===== src/rtl/alu_pkg.sv =====
// Shared command encodings, collector states and operand-requirement helpers
// for the pipelined ALU core.
package alu_pkg;

  localparam int CMD_W = 4;

  typedef enum logic [CMD_W-1:0] {
    A_ADD     = 4'd0,
    A_SUB     = 4'd1,
    A_ADD_CIN = 4'd2,
    A_SUB_CIN = 4'd3,
    A_INC_A   = 4'd4,
    A_DEC_A   = 4'd5,
    A_INC_B   = 4'd6,
    A_DEC_B   = 4'd7,
    A_CMP     = 4'd8,
    A_MUL_INC = 4'd9,
    A_MUL_SHL = 4'd10
  } arith_cmd_e;

  typedef enum logic [CMD_W-1:0] {
    L_AND     = 4'd0,
    L_NAND    = 4'd1,
    L_OR      = 4'd2,
    L_NOR     = 4'd3,
    L_XOR     = 4'd4,
    L_XNOR    = 4'd5,
    L_NOT_A   = 4'd6,
    L_NOT_B   = 4'd7,
    L_SHR1_A  = 4'd8,
    L_SHL1_A  = 4'd9,
    L_SHR1_B  = 4'd10,
    L_SHL1_B  = 4'd11,
    L_ROL_A_B = 4'd12,
    L_ROR_A_B = 4'd13
  } logic_cmd_e;

  typedef enum logic [1:0] {
    IDLE = 2'd0,
    WAIT = 2'd1,
    MUL2 = 2'd2
  } coll_state_e;

  localparam logic [1:0] NEED_A  = 2'b01;
  localparam logic [1:0] NEED_B  = 2'b10;
  localparam logic [1:0] NEED_AB = 2'b11;

  // Operand requirement mask: bit0 = OPA needed, bit1 = OPB needed.
  // Unknown codes ask for both so they resolve as an error once complete.
  function automatic logic [1:0] needs_operands(input logic mode,
                                                input logic [CMD_W-1:0] cmd);
    logic [1:0] need;
    need = NEED_AB;
    if (mode) begin
      if (cmd == A_INC_A || cmd == A_DEC_A) need = NEED_A;
      else if (cmd == A_INC_B || cmd == A_DEC_B) need = NEED_B;
    end else begin
      if (cmd == L_NOT_A || cmd == L_SHR1_A || cmd == L_SHL1_A) need = NEED_A;
      else if (cmd == L_NOT_B || cmd == L_SHR1_B || cmd == L_SHL1_B) need = NEED_B;
    end
    return need;
  endfunction

  // True for the two-cycle multiply commands.
  function automatic logic cmd_is_mul(input logic mode, input logic [CMD_W-1:0] cmd);
    return mode && (cmd == A_MUL_INC || cmd == A_MUL_SHL);
  endfunction

endpackage


===== src/rtl/alu_operand_collector.sv =====
// Operand collector: gathers OPA/OPB (possibly arriving on different cycles),
// times out a missing operand, and sequences the extra multiply cycle.
module alu_operand_collector
  import alu_pkg::*;
#(
  parameter int W       = 8,
  parameter int N       = 4,
  parameter int TIMEOUT = 16
) (
  input  logic         clk,
  input  logic         RST,
  input  logic         CE,
  input  logic [W-1:0] OPA,
  input  logic [W-1:0] OPB,
  input  logic         Cin,
  input  logic         mode,
  input  logic [1:0]   inp_valid,
  input  logic [N-1:0] CMD,
  output logic         issue,
  output logic         iss_tmo,
  output logic         iss_mul,
  output logic [W-1:0] iss_a,
  output logic [W-1:0] iss_b,
  output logic         iss_cin,
  output logic         iss_mode,
  output logic [N-1:0] iss_cmd,
  output logic         busy
);

  localparam int CNT_W = $clog2(TIMEOUT + 1);
  localparam logic [CNT_W-1:0] TMO_LAST = CNT_W'(TIMEOUT - 1);

  coll_state_e    state_q, state_d;
  logic [CNT_W-1:0] cnt_q;
  logic [1:0]     miss_q, miss_d, need;
  logic           mul_q, mul_now, cmd_hi_zero;
  logic           latch_en, cnt_inc;
  logic [W-1:0]   a_q, b_q;
  logic           cin_q, mode_q;
  logic [N-1:0]   cmd_q;

  assign cmd_hi_zero = ((CMD >> CMD_W) == '0);
  assign need        = needs_operands(mode, CMD_W'(CMD));
  assign miss_d      = need & ~inp_valid;
  assign mul_now     = cmd_is_mul(mode, CMD_W'(CMD)) && cmd_hi_zero;

  // Next-state, issue strobe and issued-operand selection.
  always_comb begin
    state_d  = state_q;
    issue    = 1'b0;
    iss_tmo  = 1'b0;
    iss_mul  = 1'b0;
    busy     = 1'b0;
    latch_en = 1'b0;
    cnt_inc  = 1'b0;
    iss_a    = OPA;
    iss_b    = OPB;
    iss_cin  = Cin;
    iss_mode = mode;
    iss_cmd  = CMD;
    case (state_q)
      IDLE: begin
        if (CE && inp_valid != 2'b00) begin
          if (miss_d == 2'b00) begin
            issue   = 1'b1;
            iss_mul = mul_now;
            if (mul_now) state_d = MUL2;
          end else begin
            latch_en = 1'b1;
            state_d  = WAIT;
          end
        end
      end
      WAIT: begin
        busy     = 1'b1;
        // Only the missing operand comes from the pins; the rest was latched.
        iss_a    = miss_q[0] ? OPA : a_q;
        iss_b    = miss_q[1] ? OPB : b_q;
        iss_cin  = cin_q;
        iss_mode = mode_q;
        iss_cmd  = cmd_q;
        if (CE) begin
          if ((inp_valid & miss_q) != 2'b00) begin
            // Arrival wins even on the last allowed cycle.
            issue   = 1'b1;
            iss_mul = mul_q;
            state_d = mul_q ? MUL2 : IDLE;
          end else if (cnt_q == TMO_LAST) begin
            issue   = 1'b1;
            iss_tmo = 1'b1;
            state_d = IDLE;
          end else begin
            cnt_inc = 1'b1;
          end
        end
      end
      MUL2: begin
        busy = 1'b1;
        if (CE) state_d = IDLE;
      end
      default: state_d = IDLE;
    endcase
  end

  // Control state: FSM, timeout counter and pending-operation bookkeeping.
  always_ff @(posedge clk) begin
    if (RST) begin
      state_q <= IDLE;
      cnt_q   <= '0;
      miss_q  <= 2'b00;
      mul_q   <= 1'b0;
    end else begin
      state_q <= state_d;
      if (latch_en) begin
        cnt_q  <= '0;
        miss_q <= miss_d;
        mul_q  <= mul_now;
      end else if (cnt_inc) begin
        cnt_q <= cnt_q + CNT_W'(1);
      end
    end
  end

  // Operand/command capture when an operation has to wait for its partner.
  always_ff @(posedge clk) begin
    if (latch_en) begin
      a_q    <= OPA;
      b_q    <= OPB;
      cin_q  <= Cin;
      mode_q <= mode;
      cmd_q  <= CMD;
    end
  end

endmodule


===== src/rtl/alu_pipe_core.sv =====
// Registered ALU core: operand collector, single-cycle datapath, two-cycle
// multiply path and the output register bank.
module alu_pipe_core
  import alu_pkg::*;
#(
  parameter int W       = 8,
  parameter int N       = 4,
  parameter int TIMEOUT = 16,
  parameter int SHIFT_W = $clog2(W)
) (
  input  logic           clk,
  input  logic           RST,
  input  logic           CE,
  input  logic [W-1:0]   OPA,
  input  logic [W-1:0]   OPB,
  input  logic           Cin,
  input  logic           mode,
  input  logic [1:0]     inp_valid,
  input  logic [N-1:0]   CMD,
  output logic [2*W-1:0] RES,
  output logic           OFLOW,
  output logic           COUT,
  output logic           G,
  output logic           L,
  output logic           E,
  output logic           ERR,
  output logic           res_valid,
  output logic           busy
);

  logic           issue, iss_tmo, iss_mul, iss_cin, iss_mode;
  logic [W-1:0]   iss_a, iss_b;
  logic [N-1:0]   iss_cmd;
  logic [CMD_W-1:0] cmd4;
  logic           hi_ok, rot_bad;
  logic [SHIFT_W-1:0] sh;

  logic [2*W-1:0] res_d;
  logic           oflow_d, cout_d, g_d, l_d, e_d, err_d;
  logic [W:0]     sum_d;
  logic [W:0]     mfa_d, mfb_d;

  logic           vld_p0;
  logic [W:0]     mfa_p0, mfb_p0;
  logic [2*W-1:0] prod_p0;

  function automatic logic [2*W-1:0] zx(input logic [W-1:0] v);
    return {{W{1'b0}}, v};
  endfunction

  function automatic logic [2*W-1:0] zx1(input logic [W:0] v);
    return {{(W-1){1'b0}}, v};
  endfunction

  function automatic logic [W-1:0] rotl(input logic [W-1:0] v, input logic [SHIFT_W-1:0] s);
    return (v << s) | (v >> (W - int'(s)));
  endfunction

  function automatic logic [W-1:0] rotr(input logic [W-1:0] v, input logic [SHIFT_W-1:0] s);
    return (v >> s) | (v << (W - int'(s)));
  endfunction

  alu_operand_collector #(
    .W(W), .N(N), .TIMEOUT(TIMEOUT)
  ) u_coll (
    .clk(clk), .RST(RST), .CE(CE),
    .OPA(OPA), .OPB(OPB), .Cin(Cin), .mode(mode),
    .inp_valid(inp_valid), .CMD(CMD),
    .issue(issue), .iss_tmo(iss_tmo), .iss_mul(iss_mul),
    .iss_a(iss_a), .iss_b(iss_b), .iss_cin(iss_cin),
    .iss_mode(iss_mode), .iss_cmd(iss_cmd), .busy(busy)
  );

  assign cmd4    = CMD_W'(iss_cmd);
  assign hi_ok   = ((iss_cmd >> CMD_W) == '0);
  assign sh      = iss_b[SHIFT_W-1:0];
  assign rot_bad = ((iss_b >> SHIFT_W) != '0);

  // Single-cycle result and flags for the operation being issued.
  always_comb begin
    res_d   = '0;
    oflow_d = 1'b0;
    cout_d  = 1'b0;
    g_d     = 1'b0;
    l_d     = 1'b0;
    e_d     = 1'b0;
    err_d   = 1'b0;
    sum_d   = '0;
    if (iss_tmo || !hi_ok) begin
      err_d = 1'b1;
    end else if (iss_mode) begin
      case (cmd4)
        A_ADD: begin
          sum_d  = {1'b0, iss_a} + {1'b0, iss_b};
          res_d  = zx1(sum_d);
          cout_d = sum_d[W];
        end
        A_ADD_CIN: begin
          sum_d  = {1'b0, iss_a} + {1'b0, iss_b} + (W+1)'(iss_cin);
          res_d  = zx1(sum_d);
          cout_d = sum_d[W];
        end
        A_SUB: begin
          res_d   = zx(iss_a - iss_b);
          oflow_d = (iss_a < iss_b);
        end
        A_SUB_CIN: begin
          res_d   = zx(iss_a - iss_b - W'(iss_cin));
          oflow_d = ({1'b0, iss_a} < ({1'b0, iss_b} + (W+1)'(iss_cin)));
        end
        A_INC_A: begin res_d = zx(iss_a + W'(1)); cout_d  = &iss_a;  end
        A_DEC_A: begin res_d = zx(iss_a - W'(1)); oflow_d = ~|iss_a; end
        A_INC_B: begin res_d = zx(iss_b + W'(1)); cout_d  = &iss_b;  end
        A_DEC_B: begin res_d = zx(iss_b - W'(1)); oflow_d = ~|iss_b; end
        A_CMP: begin
          g_d = (iss_a > iss_b);
          l_d = (iss_a < iss_b);
          e_d = (iss_a == iss_b);
        end
        A_MUL_INC, A_MUL_SHL: res_d = '0;
        default: err_d = 1'b1;
      endcase
    end else begin
      case (cmd4)
        L_AND:    res_d = zx(iss_a & iss_b);
        L_NAND:   res_d = zx(~(iss_a & iss_b));
        L_OR:     res_d = zx(iss_a | iss_b);
        L_NOR:    res_d = zx(~(iss_a | iss_b));
        L_XOR:    res_d = zx(iss_a ^ iss_b);
        L_XNOR:   res_d = zx(~(iss_a ^ iss_b));
        L_NOT_A:  res_d = zx(~iss_a);
        L_NOT_B:  res_d = zx(~iss_b);
        L_SHR1_A: res_d = zx(iss_a >> 1);
        L_SHL1_A: res_d = zx(iss_a << 1);
        L_SHR1_B: res_d = zx(iss_b >> 1);
        L_SHL1_B: res_d = zx(iss_b << 1);
        L_ROL_A_B: begin
          if (rot_bad) err_d = 1'b1;
          else         res_d = zx(rotl(iss_a, sh));
        end
        L_ROR_A_B: begin
          if (rot_bad) err_d = 1'b1;
          else         res_d = zx(rotr(iss_a, sh));
        end
        default: err_d = 1'b1;
      endcase
    end
  end

  // Multiply factors: (A+1)*(B+1) or (2A)*B, each factor W+1 bits wide.
  always_comb begin
    mfa_d = {iss_a, 1'b0};
    mfb_d = {1'b0, iss_b};
    if (cmd4 == A_MUL_INC) begin
      mfa_d = {1'b0, iss_a} + (W+1)'(1);
      mfb_d = {1'b0, iss_b} + (W+1)'(1);
    end
  end

  // ---- stage p0: multiply factor register (first multiply cycle) ----
  // Multiply-in-flight flag; flushed by reset so a dropped multiply never reports.
  always_ff @(posedge clk) begin
    if (RST)     vld_p0 <= 1'b0;
    else if (CE) vld_p0 <= issue & iss_mul;
  end

  // Multiply factors captured on a multiply issue.
  always_ff @(posedge clk) begin
    if (CE && issue && iss_mul) begin
      mfa_p0 <= mfa_d;
      mfb_p0 <= mfb_d;
    end
  end

  assign prod_p0 = (2*W)'(mfa_p0) * (2*W)'(mfb_p0);

  // ---- stage p1: output register bank ----
  // Result/flag register; the strobe lasts one cycle and never fires on a CE=0 edge.
  always_ff @(posedge clk) begin
    if (RST) begin
      RES       <= '0;
      OFLOW     <= 1'b0;
      COUT      <= 1'b0;
      G         <= 1'b0;
      L         <= 1'b0;
      E         <= 1'b0;
      ERR       <= 1'b0;
      res_valid <= 1'b0;
    end else if (!CE) begin
      res_valid <= 1'b0;
    end else if (vld_p0) begin
      RES       <= prod_p0;
      OFLOW     <= 1'b0;
      COUT      <= 1'b0;
      G         <= 1'b0;
      L         <= 1'b0;
      E         <= 1'b0;
      ERR       <= 1'b0;
      res_valid <= 1'b1;
    end else if (issue && !iss_mul) begin
      RES       <= res_d;
      OFLOW     <= oflow_d;
      COUT      <= cout_d;
      G         <= g_d;
      L         <= l_d;
      E         <= e_d;
      ERR       <= err_d;
      res_valid <= 1'b1;
    end else begin
      res_valid <= 1'b0;
    end
  end

endmodule

===== config.mk =====
export PLATFORM = sky130hd
export DESIGN_NAME = alu_pipe_core
export DESIGN_NICKNAME = d
export VERILOG_FILES = /design/src/rtl/alu_pkg.sv /design/src/rtl/alu_operand_collector.sv /design/src/rtl/alu_pipe_core.sv
export SDC_FILE = /design/constraint.sdc
export NUM_CORES = 1
export LEC_CHECK = 0
export CORE_ASPECT_RATIO = 1.75
export CORE_MARGIN = 3
export CORE_UTILIZATION = 26
export DETAILED_ROUTE_END_ITERATION = 16
export MAX_ROUTING_LAYER = met4
export PLACE_DENSITY = 0.5
export RECOVER_POWER = 100
export SLEW_MARGIN = 20
export SYNTH_ARGS = -nofsm -noshare
export SYNTH_HDL_FRONTEND = slang
export SYNTH_SLANG_ARGS = --single-unit
export TNS_END_PERCENT = 1

===== constraint.sdc =====
create_clock -name clk -period 11.5 [get_ports clk]
set_input_delay 2.875 -clock clk [delete_from_list [all_inputs] [get_ports clk]]
set_output_delay 2.875 -clock clk [all_outputs]
set_load 0.05 [all_outputs]

==> qor.txt, run 1 <==
syn_area_per_cell = 8.33 um2
FF/Latch Area = 1880 um2
Switching Share = 53.8%
vias in the first global route = 10300
total global routing overflow = 0
RSZ-0062 raised after global routing = no
Net Switching = 1.08 mW
setup violators final = 0
Max clock buf depth = 2
number of setup buffers added after CTS = 0
Routed WL per cell = 25.3 um
TritonCTS Buffers = 9
CTS tree = built
Root Buffer Master = clkbuf_16
DP HPWL = 36500 um
Mapped Nets = 1438
Leak Pwr = 4.84 nW
Post-Route WL = 45100 um
final hold vios = 0
most frequent cells in the layout = inv_1, nor2_1, nand2_1
Resized Gates After CTS = 0
first-pass GRT wire length = 66800 um
setup_tns = 0 ns
Hold/Removal Path Class = reg -> reg
CP endpoint kind = flip-flop
CP Launch Type = input pin
Worst-Skew Late Latency = 0.38 ns
H-tree levels = 3
initial DRC count = 686
Area growth syn-to-layout = 12.3%
Detail Route Antenna Nets = 0
Initial Util = 26.6%
dpl ws = 4.39 ns
largest net degree at the start of global routing = 41
max-cap viol count = 1
clk sinks = 74
Gate power share = 69.2%
Setup CP Type = in -> reg
layout cell share with drive strength beyond 1 = 6.32%
post-synthesis register bit count = 74
area of the mapped netlist = 10500 um2
# IOs = 51
violated checks = max-capacitance violations, max-slew violations
Clk network pwr share = 14.6%
GR Util All Layers = 21.6%
cell internal pwr = 0.925 mW
DRC = 0
Final min period = 7.97 ns
GP Congestion = 1.02
post-synth top area share = 11.6%
Post-synth EDFFs = 40
CP Max Fanout = 22
Slew Limit Fails = 27
PortBufs = 50
CP Data Required Time = 11.77 ns
FMAX = 125 MHz
PD cells = 170 nW/um2
hold-fix buffer count after cts = 0
Clk pin slew, worst setup/hold paths = 0.08 ns
DR vias = 10200
n_diodes = 0
slew at the pin closest to its max-slew limit = 1.89 ns
distinct cell type count after synthesis = 89
die width = 158 um
slew margin rel. = -25.7%
Die Area = 43000 um2
Via-to-Cell Ratio = 5.69
Fillers = 4162
core area = 39500 um2
most used flip-flop cell after synthesis = edfxtp_1
Arrival @ worst endpoint = 8.24 ns
Clock Skews = 0.0205 ns
status = complete, but fails checks
post-synth top area cell = ha_1
Cells after Synth = 1261
area of the multi-input gates = 7890 um2
Max IR drop VDD = 84.1 uV
drt pass-1 iters = 5
sequential element share of the synthesized area = 17.9%
min setup slack post-route = 3.53 ns
initial antenna violation count = 0
asr flop ratio synth = 0%
Rows = 96
Synth Warn # = 0
Seq pwr share = 16.2%
Area contributors post-synth = ha_1, edfxtp_1, fa_1
die height = 272 um
final period utilization = 69.3%
most common cell after layout, fill and taps aside = inv_1
nets@finish = 1469
-- registers in the layout (all words and copies together), names as in the netlist --
| signal | cells |
|---|---|
| L | 1 |
| ERR | 1 |
| mfa_p0 | 9 |
| E | 1 |
| OFLOW | 1 |
| u_coll.cnt_q | 5 |
| u_coll.cmd_q | 4 |
| u_coll.mode_q | 1 |
| u_coll.a_q | 8 |
| mfb_p0 | 9 |
| u_coll.miss_q | 2 |
| RES | 16 |
| u_coll.b_q | 8 |
| res_valid | 1 |
| COUT | 1 |
| u_coll.cin_q | 1 |
| G | 1 |
| vld_p0 | 1 |
| u_coll.mul_q | 1 |
| u_coll.state_q | 2 |
-- per-layer routing --
metal	track usage [%]	part of all wire (%)	wire (um)	vias to the layer above
met5	-	0	0	-
met4	18.7	11	5020	0
met3	1.67	3.7	1690	173
met2	38.1	52	23400	376
met1	20.8	33	15000	4997
li1	-	-	-	4627
-- final timing paths --
kind | from | to | slack (ns) | cells after the start
worst max-delay path | OPB[0] | COUT | 3.53 | 13
worst min-delay path | L | L | 0.45 | 2
worst max register to register | u_coll.state_q[1] | COUT | 5.22 | 15
worst min register to register | L | L | 0.45 | 2
-- cell usage after synthesis (6+ instances only) --
cell type,number
a2111oi_0,7
a211oi_1,18
a21o_1,10
a21oi_1,60
a221oi_1,17
a22oi_1,9
a311oi_1,9
a31oi_1,11
a32oi_1,7
and2_1,53
and3_1,10
and3b_1,6
buf_2,15
clkbuf_1,29
dfxtp_1,34
edfxtp_1,40
fa_1,53
ha_1,97
inv_1,112
inv_2,11
mux2i_1,44
mux2i_2,9
nand2_1,100
nand2b_1,11
nand3_1,34
nand3b_1,6
nand4_1,11
nor2_1,101
nor2b_1,14
nor3_1,27
nor3b_1,10
nor4_1,6
o211ai_1,11
o21a_1,9
o21ai_0,45
o22ai_1,22
o31ai_1,8
or3_1,15
or4_1,6
xnor2_1,48
xor2_1,15
-- power by group through the flow --
stage | Sequential, mW | Clock, mW | Combinational [mW]
global placement | 0.329 | 0 | 1.37
floorplan | 0.337 | 0 | 0.903
global route | 0.326 | 0.309 | 1.47
detailed placement | 0.329 | 0 | 1.36
finish | 0.324 | 0.292 | 1.38
CTS | 0.324 | 0.298 | 1.37
-- cell type report --
type                       instances  area share (%)
clock inverter                     6           0.350
sequential                        74            16.0
clock buffer                      10            2.12
timing repair buffer              72            5.55
inverter                         124            3.96
multi-input combinational       1011            66.9
tap                              490            5.20
-- worst max-delay path, stage by stage --
cell,delay [ns]
dlygate4sd3_1,0.57
mux2_1,0.76
clkinvlp_2,1.20
ha_1,0.74
ha_1,0.24
ha_1,0.23
nand2_1,0.06
nor3_1,0.26
nor3b_1,0.35
nand3_1,0.22
a21o_1,0.25
a211o_1,0.26
a32o_1,0.20
-- metrics by stage --
| stage | hold WS (ns) | area, um2 | power (mW) | std cells | utilization, % |
|---|---|---|---|---|---|
| 2_1_floorplan | 0.460 | 10500 | 1.24 | 1261 | - |
| 3_3_place_gp | 0.445 | 11500 | 1.70 | 1771 | 29.2 |
| 3_5_place_dp | 0.448 | 11500 | 1.69 | 1771 | 29.2 |
| 4_1_cts | 0.457 | 11800 | 1.99 | 1787 | 29.9 |
| 5_1_grt | 0.469 | 11800 | 2.11 | 1787 | 29.9 |
| 6_report | 0.450 | 11800 | 2.00 | 1787 | 29.9 |
-- kinds of logic (layout without fill, tap and decap cells) --
logic type / after synthesis / count (layout) / synth area share (%)
multiplexers: 62 / 62 / 6.80
flip-flops: 74 / 74 / 17.9
AND/OR/NAND/NOR: 433 / 433 / 21.3
buffers and inverters: 176 / 212 / 6.84
XOR/XNOR: 64 / 64 / 5.41
adder cells (fa/ha/maj): 150 / 150 / 21.7
AO/OA/AOI/OAI: 302 / 302 / 20.1
Note: power is estimated with default switching activity, not from simulation.
==> run 2, diff against run 1 <==
==> constraint.sdc (replaced) <==
create_clock -name clk -period 8.1 [get_ports clk]
set_input_delay 2.025 -clock clk [delete_from_list [all_inputs] [get_ports clk]]
set_output_delay 2.025 -clock clk [all_outputs]
set_load 0.05 [all_outputs]
==> run 2 against run 1 <==
  * The run still ends with max-capacitance violations, max-slew violations left
  * Sequential power grew 42%
  * Critical path depth is the same
  * Worst setup slack lost 1.9 ns
  * Clock skew shrank 0.0072 ns
  * Via count grew 0.65%
  * Cell count grew 0.11%
  * Critical endpoint unchanged
==> qor.txt, run 2 (synthesis gave the netlist of run 1 again) <==
status = complete, but fails checks
violated checks = max-capacitance violations, max-slew violations
Final Util = 30.0% (+0.17 points)
Area growth syn-to-layout = 12.9%
Slew Limit Fails = 20 (-26%)
vias in the first global route = 10600 (+2.1%)
most frequent cells in the layout = inv_1, nor2_1, nand2_1
setup_tns = 0 ns (unchanged)
Resized Gates After CTS = 0 (unchanged)
DR vias = 10200 (+0.65%)
CP Launch Type = input pin
Setup CP Type = in -> reg
DP HPWL = 36800 um (+0.94%)
top flop regs = RES x16, mfa_p0 x9, mfb_p0 x9
core area = 39500 um2 (unchanged)
slew margin rel. = -6.09% (+20 points)
Via-to-Cell Ratio = 5.72 (+0.54%)
number of flip-flops in the largest register = 16 (unchanged)
Reg with most FFs = RES
largest net degree at the start of global routing = 41 (unchanged)
Slowest-stage cell, CP = clkinvlp_2
layout cell share with drive strength beyond 1 = 6.31% (-0.0097 points)
FMAX = 155 MHz
initial antenna violation count = 1 (+1)
TritonCTS Buffers = 9 (unchanged)
nets@finish = 1471 (+0.14%)
CP endpoint kind = flip-flop
dpl ws = 1.78 ns (-2.62 ns)
Arrival @ worst endpoint = 6.69 ns (-1.55 ns)
Worst-Skew Late Latency = 0.36 ns (-0.02 ns)
n_diodes = 0 (unchanged)
CP Max Fanout = 22 (unchanged)
first-pass GRT wire length = 67800 um (+1.4%)
die height = 272 um (unchanged)
Max clock buf depth = 2 (unchanged)
Clk pin slew, worst setup/hold paths = 0.07 ns (about the same)
Rows = 96 (unchanged)
clk sinks = 74 (unchanged)
Final min period = 6.43 ns
final hold vios = 0 (unchanged)
die width = 158 um (unchanged)
Root Buffer Master = clkbuf_16
Fillers = 4194 (+0.77%)
Post-Route WL = 45400 um (+0.69%)
slew at the pin closest to its max-slew limit = 1.59 ns (-0.294 ns)
cell mode on critical path = ha_1
H-tree levels = 3 (unchanged)
Routed WL per cell = 25.4 um (+0.58%)
biggest cell delay along the critical path = 0.95 ns (-0.25 ns)
setup violators final = 0 (unchanged)
Initial Util = 26.6% (unchanged)
Max IR drop VDD = 104 uV (+24%)
CP Data Required Time = 8.36 ns (-3.41 ns)
number of setup buffers added after CTS = 0 (unchanged)
Clock Skews = 0.0133 ns (-0.00720 ns)
# IOs = 51 (unchanged)
hold-fix buffer count after cts = 0 (unchanged)
drt pass-1 iters = 5 (unchanged)
min setup slack post-route = 1.67 ns (-1.86 ns)
GR Util All Layers = 21.9% (+0.27 points)
CP Cell Sequence = dlygate4sd3_1 > mux2_4 > clkinvlp_2 > ha_1 > ha_1 > ha_1 > nand2_1 > nor3_1 > nor3b_1 > nand3_1 > a21o_1 > a211o_1 > a32o_1
Detail Route Antenna Nets = 0 (unchanged)
PD cells = 245 nW/um2 (+45%)
initial DRC count = 960 (+40%)
most common cell after layout, fill and taps aside = inv_1
RSZ-0062 raised after global routing = no
total global routing overflow = 0 (unchanged)
max-cap viol count = 1 (unchanged)
CTS tree = built
final period utilization = 79.4%
DRC = 0 (unchanged)
Leak Pwr = 4.87 nW (+0.70%)
Hold/Removal Path Class = reg -> reg
PortBufs = 50 (unchanged)
GP Congestion = 1.05 (+2.8%)
Die Area = 43000 um2 (unchanged)
## run 2: critical path: cells and delay by family
| family | cells | cell delay, ns |
|---|---|---|
| muxes | 1 | 0.36 |
| AOI/OAI and AO/OA | 3 | 0.71 |
| adders and majority gates | 3 | 1.17 |
| and+or+nand+nor | 4 | 0.87 |
| buffers and inverters | 2 | 1.53 |
## run 2: layout make-up
class / instances / area (um2) / area share, %
flip-flops and latches: 74 / 1880 / 15.9
well taps: 490 / 613 / 5.17
clock buffers: 14 / 329 / 2.77
inverters: 124 / 467 / 3.93
multi-input cells: 1011 / 7890 / 66.5
repair buffers: 74 / 669 / 5.64
clock inverters: 2 / 17.5 / 0.148
## run 2: through the flow
step	total power [mW]	instance area [um2]	hold WS (ns)	cells
CTS	2.90	11900	0.468	1788
floorplan	1.76	10500	0.460	1261
detailed placement	2.42	11600	0.457	1772
finish	2.91	11900	0.458	1789
global route	3.06	11900	0.505	1789
global placement	2.44	11600	0.449	1772
## run 2: worst paths after layout
check | slack [ns] | end | cells after the start | from
max | 1.67 | COUT | 13 | OPB[0]
min | 0.46 | RES[12] | 2 | RES[12]
max reg2reg | 2.20 | RES[5] | 14 | u_coll.state_q[1]
min reg2reg | 0.46 | RES[12] | 2 | RES[12]
## run 2: per-layer routing
layer  routed length (um)  vias to the layer above  part of all wire, %  track usage, %
li1                     -                     4630                    -               -
met3                 1610                      197                  3.5            1.78
met2                23700                      403                   52            38.5
met1                15100                     5009                   33            20.8
met4                 5130                        0                   11            19.6
met5                    0                        -                    0               -
## run 2: report_power, final
group	switching (mW)	total (mW)	internal [mW]	leakage [nW]
sequential	0.0240	0.459	0.435	0.644
clock	0.177	0.462	0.284	0.170
combinational	1.34	1.99	0.651	4.05
total	1.54	2.91	1.37	4.87
==> run 3, diff against run 2 <==
--- a/config.mk
+++ b/config.mk
@@ -10,7 +10,7 @@
 export CORE_UTILIZATION = 26
 export DETAILED_ROUTE_END_ITERATION = 16
 export MAX_ROUTING_LAYER = met4
-export PLACE_DENSITY = 0.5
+export PLACE_DENSITY = 0.51
 export RECOVER_POWER = 100
 export SLEW_MARGIN = 20
 export SYNTH_ARGS = -nofsm -noshare
==> constraint.sdc (replaced) <==
create_clock -name clk -period 5.6 [get_ports clk]
set_input_delay 1.4 -clock clk [delete_from_list [all_inputs] [get_ports clk]]
set_output_delay 1.4 -clock clk [all_outputs]
set_load 0.05 [all_outputs]
==> run 3 against run 2 <==
  * The flow still finishes with violations (max-capacitance violations, max-slew violations)
  * Via count increased by 0.25%
  * Combinational power grew 53%
  * Total power up 49%
  * Worst setup slack worse by 1.2 ns
  * Critical path depth rose by 2
  * Critical path type unchanged
  * Critical endpoint is now RES[3]
  * Largest power group unchanged
==> qor.txt, run 3 (synthesis gave the netlist of run 1 again) <==
status = complete, but fails checks
violated checks = max-capacitance violations, max-slew violations
Clk pin slew, worst setup/hold paths = 0.07 ns (about the same)
Worst-Skew Late Latency = 0.36 ns (about the same)
DRC = 0 (unchanged)
initial antenna violation count = 1 (unchanged)
Routed WL per cell = 25.1 um (-1.1%)
R2R setup slack = 0.72 ns (-1.48 ns)
core area = 39500 um2 (unchanged)
hold-fix buffer count after cts = 0 (unchanged)
Initial Util = 26.6% (unchanged)
die height = 272 um (unchanged)
PD cells = 357 nW/um2 (+46%)
DR vias = 10300 (+0.25%)
DP HPWL = 37400 um (+1.6%)
max-cap viol count = 1 (unchanged)
GP Congestion = 1.01 (-3.7%)
# IOs = 51 (unchanged)
vias in the first global route = 10600 (+0.13%)
Hold Path Depth = 2 (unchanged)
Area growth syn-to-layout = 15.8%
Die Area = 43000 um2 (unchanged)
layout cell share with drive strength beyond 1 = 9.23% (+2.9 points)
Via-to-Cell Ratio = 5.60 (-2.2%)
CP Data Required Time = 5.86 ns (-2.50 ns)
min setup slack post-route = 0.492 ns (-1.18 ns)
H-tree levels = 3 (unchanged)
CTS tree = built
CP Launch Type = input pin
Slew Limit Fails = 23 (+15%)
setup violators final = 0 (unchanged)
clk sinks = 74 (unchanged)
CP endpoint kind = flip-flop
Leak Pwr = 5.06 nW (+4.0%)
Post-Layout Cell Count = 1833 (+2.5%)
dpl ws = 0.385 ns (-1.39 ns)
die width = 158 um (unchanged)
DP Area = 11900 um2 (+2.9%)
top flop regs = RES x16, mfa_p0 x9, mfb_p0 x9
FMAX = 196 MHz
Setup CP Type = in -> reg
TritonCTS Buffers = 9 (unchanged)
Arrival @ worst endpoint = 5.36 ns (-1.33 ns)
nets@finish = 1515 (+3.0%)
Resized Gates After CTS = 0 (unchanged)
Post-Route WL = 46000 um (+1.3%)
first-pass GRT wire length = 67800 um (about the same)
Detail Route Antenna Nets = 0 (unchanged)
Hold/Removal Path Class = reg -> reg
Max clock buf depth = 2 (unchanged)
cell area after layout = 12200 um2 (+2.5%)
n_diodes = 0 (unchanged)
placed insts = 1817 (+2.5%)
final period utilization = 91.2%
Final min period = 5.11 ns
total global routing overflow = 0 (unchanged)
initial DRC count = 781 (-19%)
Reg with most FFs = RES
slew margin rel. = -6.15% (-0.055 points)
GR Util All Layers = 22.1% (+0.21 points)
CP Max Fanout = 12 (-45%)
cell depth of the worst flop-to-flop path = 14 (unchanged)
number of setup buffers added after CTS = 0 (unchanged)
number of flip-flops in the largest register = 16 (unchanged)
Clock Skews = 0.0143 ns (+0.00102 ns)
setup_tns = 0 ns (unchanged)
Final Util = 30.8% (+0.75 points)
most common cell after layout, fill and taps aside = inv_1
Fillers = 4202 (+0.19%)
PortBufs = 50 (unchanged)
Rows = 96 (unchanged)
largest net degree at the start of global routing = 27 (-34%)
slew at the pin closest to its max-slew limit = 1.59 ns (+0.000821 ns)
final hold vios = 0 (unchanged)
RSZ-0062 raised after global routing = no
Root Buffer Master = clkbuf_16
most frequent cells in the layout = inv_1, nor2_1, nand2_1
Max IR drop VDD = 168 uV (+61%)
drt pass-1 iters = 7 (+2)
-- run 3: changes by cell type in the layout (fill, tap and decap cells not counted), sizes merged --
cell	previous run	this run
buf	20	60
clkbuf	18	20
clkdlybuf4s50	4	7
clkinv	1	2
clkinvlp	1	0
dlygate4sd3	46	43
inv	124	126
-- run 3: report_power, final --
group	internal (mW)	total [mW]	switching, mW
combinational	1.07	3.05	1.98
clock	0.372	0.635	0.263
sequential	0.629	0.662	0.0334
-- run 3: worst max-delay path, stage by stage --
cell             delay [ns]
clkdlybuf4s50_1        0.47
clkbuf_1               0.42
nand3b_1               0.27
a22oi_1                0.23
buf_4                  0.19
ha_1                   0.27
nor4bb_1               0.43
a211oi_1               0.11
o21bai_1               0.18
xor2_1                 0.26
clkbuf_1               0.22
mux2i_1                0.09
a221oi_1               0.46
nor4_1                 0.10
a32o_1                 0.25
-- run 3: final cells by class --
| class | count | area, um2 | area share (%) |
|---|---|---|---|
| Multi-Input combinational cell | 1011 | 7890 | 64.9 |
| Sequential cell | 74 | 1880 | 15.5 |
| Timing Repair Buffer | 118 | 982 | 8.08 |
| Tap cell | 490 | 613 | 5.04 |
| Inverter | 124 | 467 | 3.84 |
| Clock buffer | 12 | 289 | 2.38 |
| Clock inverter | 4 | 35.0 | 0.288 |
-- run 3: per-stage QoR --
stage / hold WS, ns / power, mW
after floorplan: 0.460 / 2.55
after global placement: 0.457 / 3.68
after detailed placement: 0.454 / 3.66
after CTS: 0.465 / 4.32
after global routing: 0.486 / 4.57
final: 0.457 / 4.34
-- run 3: path summary, 6_finish.rpt --
| check | from | endpoint |
|---|---|---|
| max | CMD[1] | RES[3] |
| min | RES[12] | RES[12] |
| max reg2reg | u_coll.state_q[1] | RES[7] |
| min reg2reg | RES[12] | RES[12] |
-- run 3: per-layer routing --
| metal | vias up | wire length, um | GRT usage [%] |
|---|---|---|---|
| met4 | 0 | 5600 | 20.4 |
| met2 | 387 | 23900 | 39.1 |
| met5 | - | 0 | - |
| met1 | 4988 | 14900 | 20.3 |
| met3 | 180 | 1630 | 2.15 |
| li1 | 4710 | - | - |
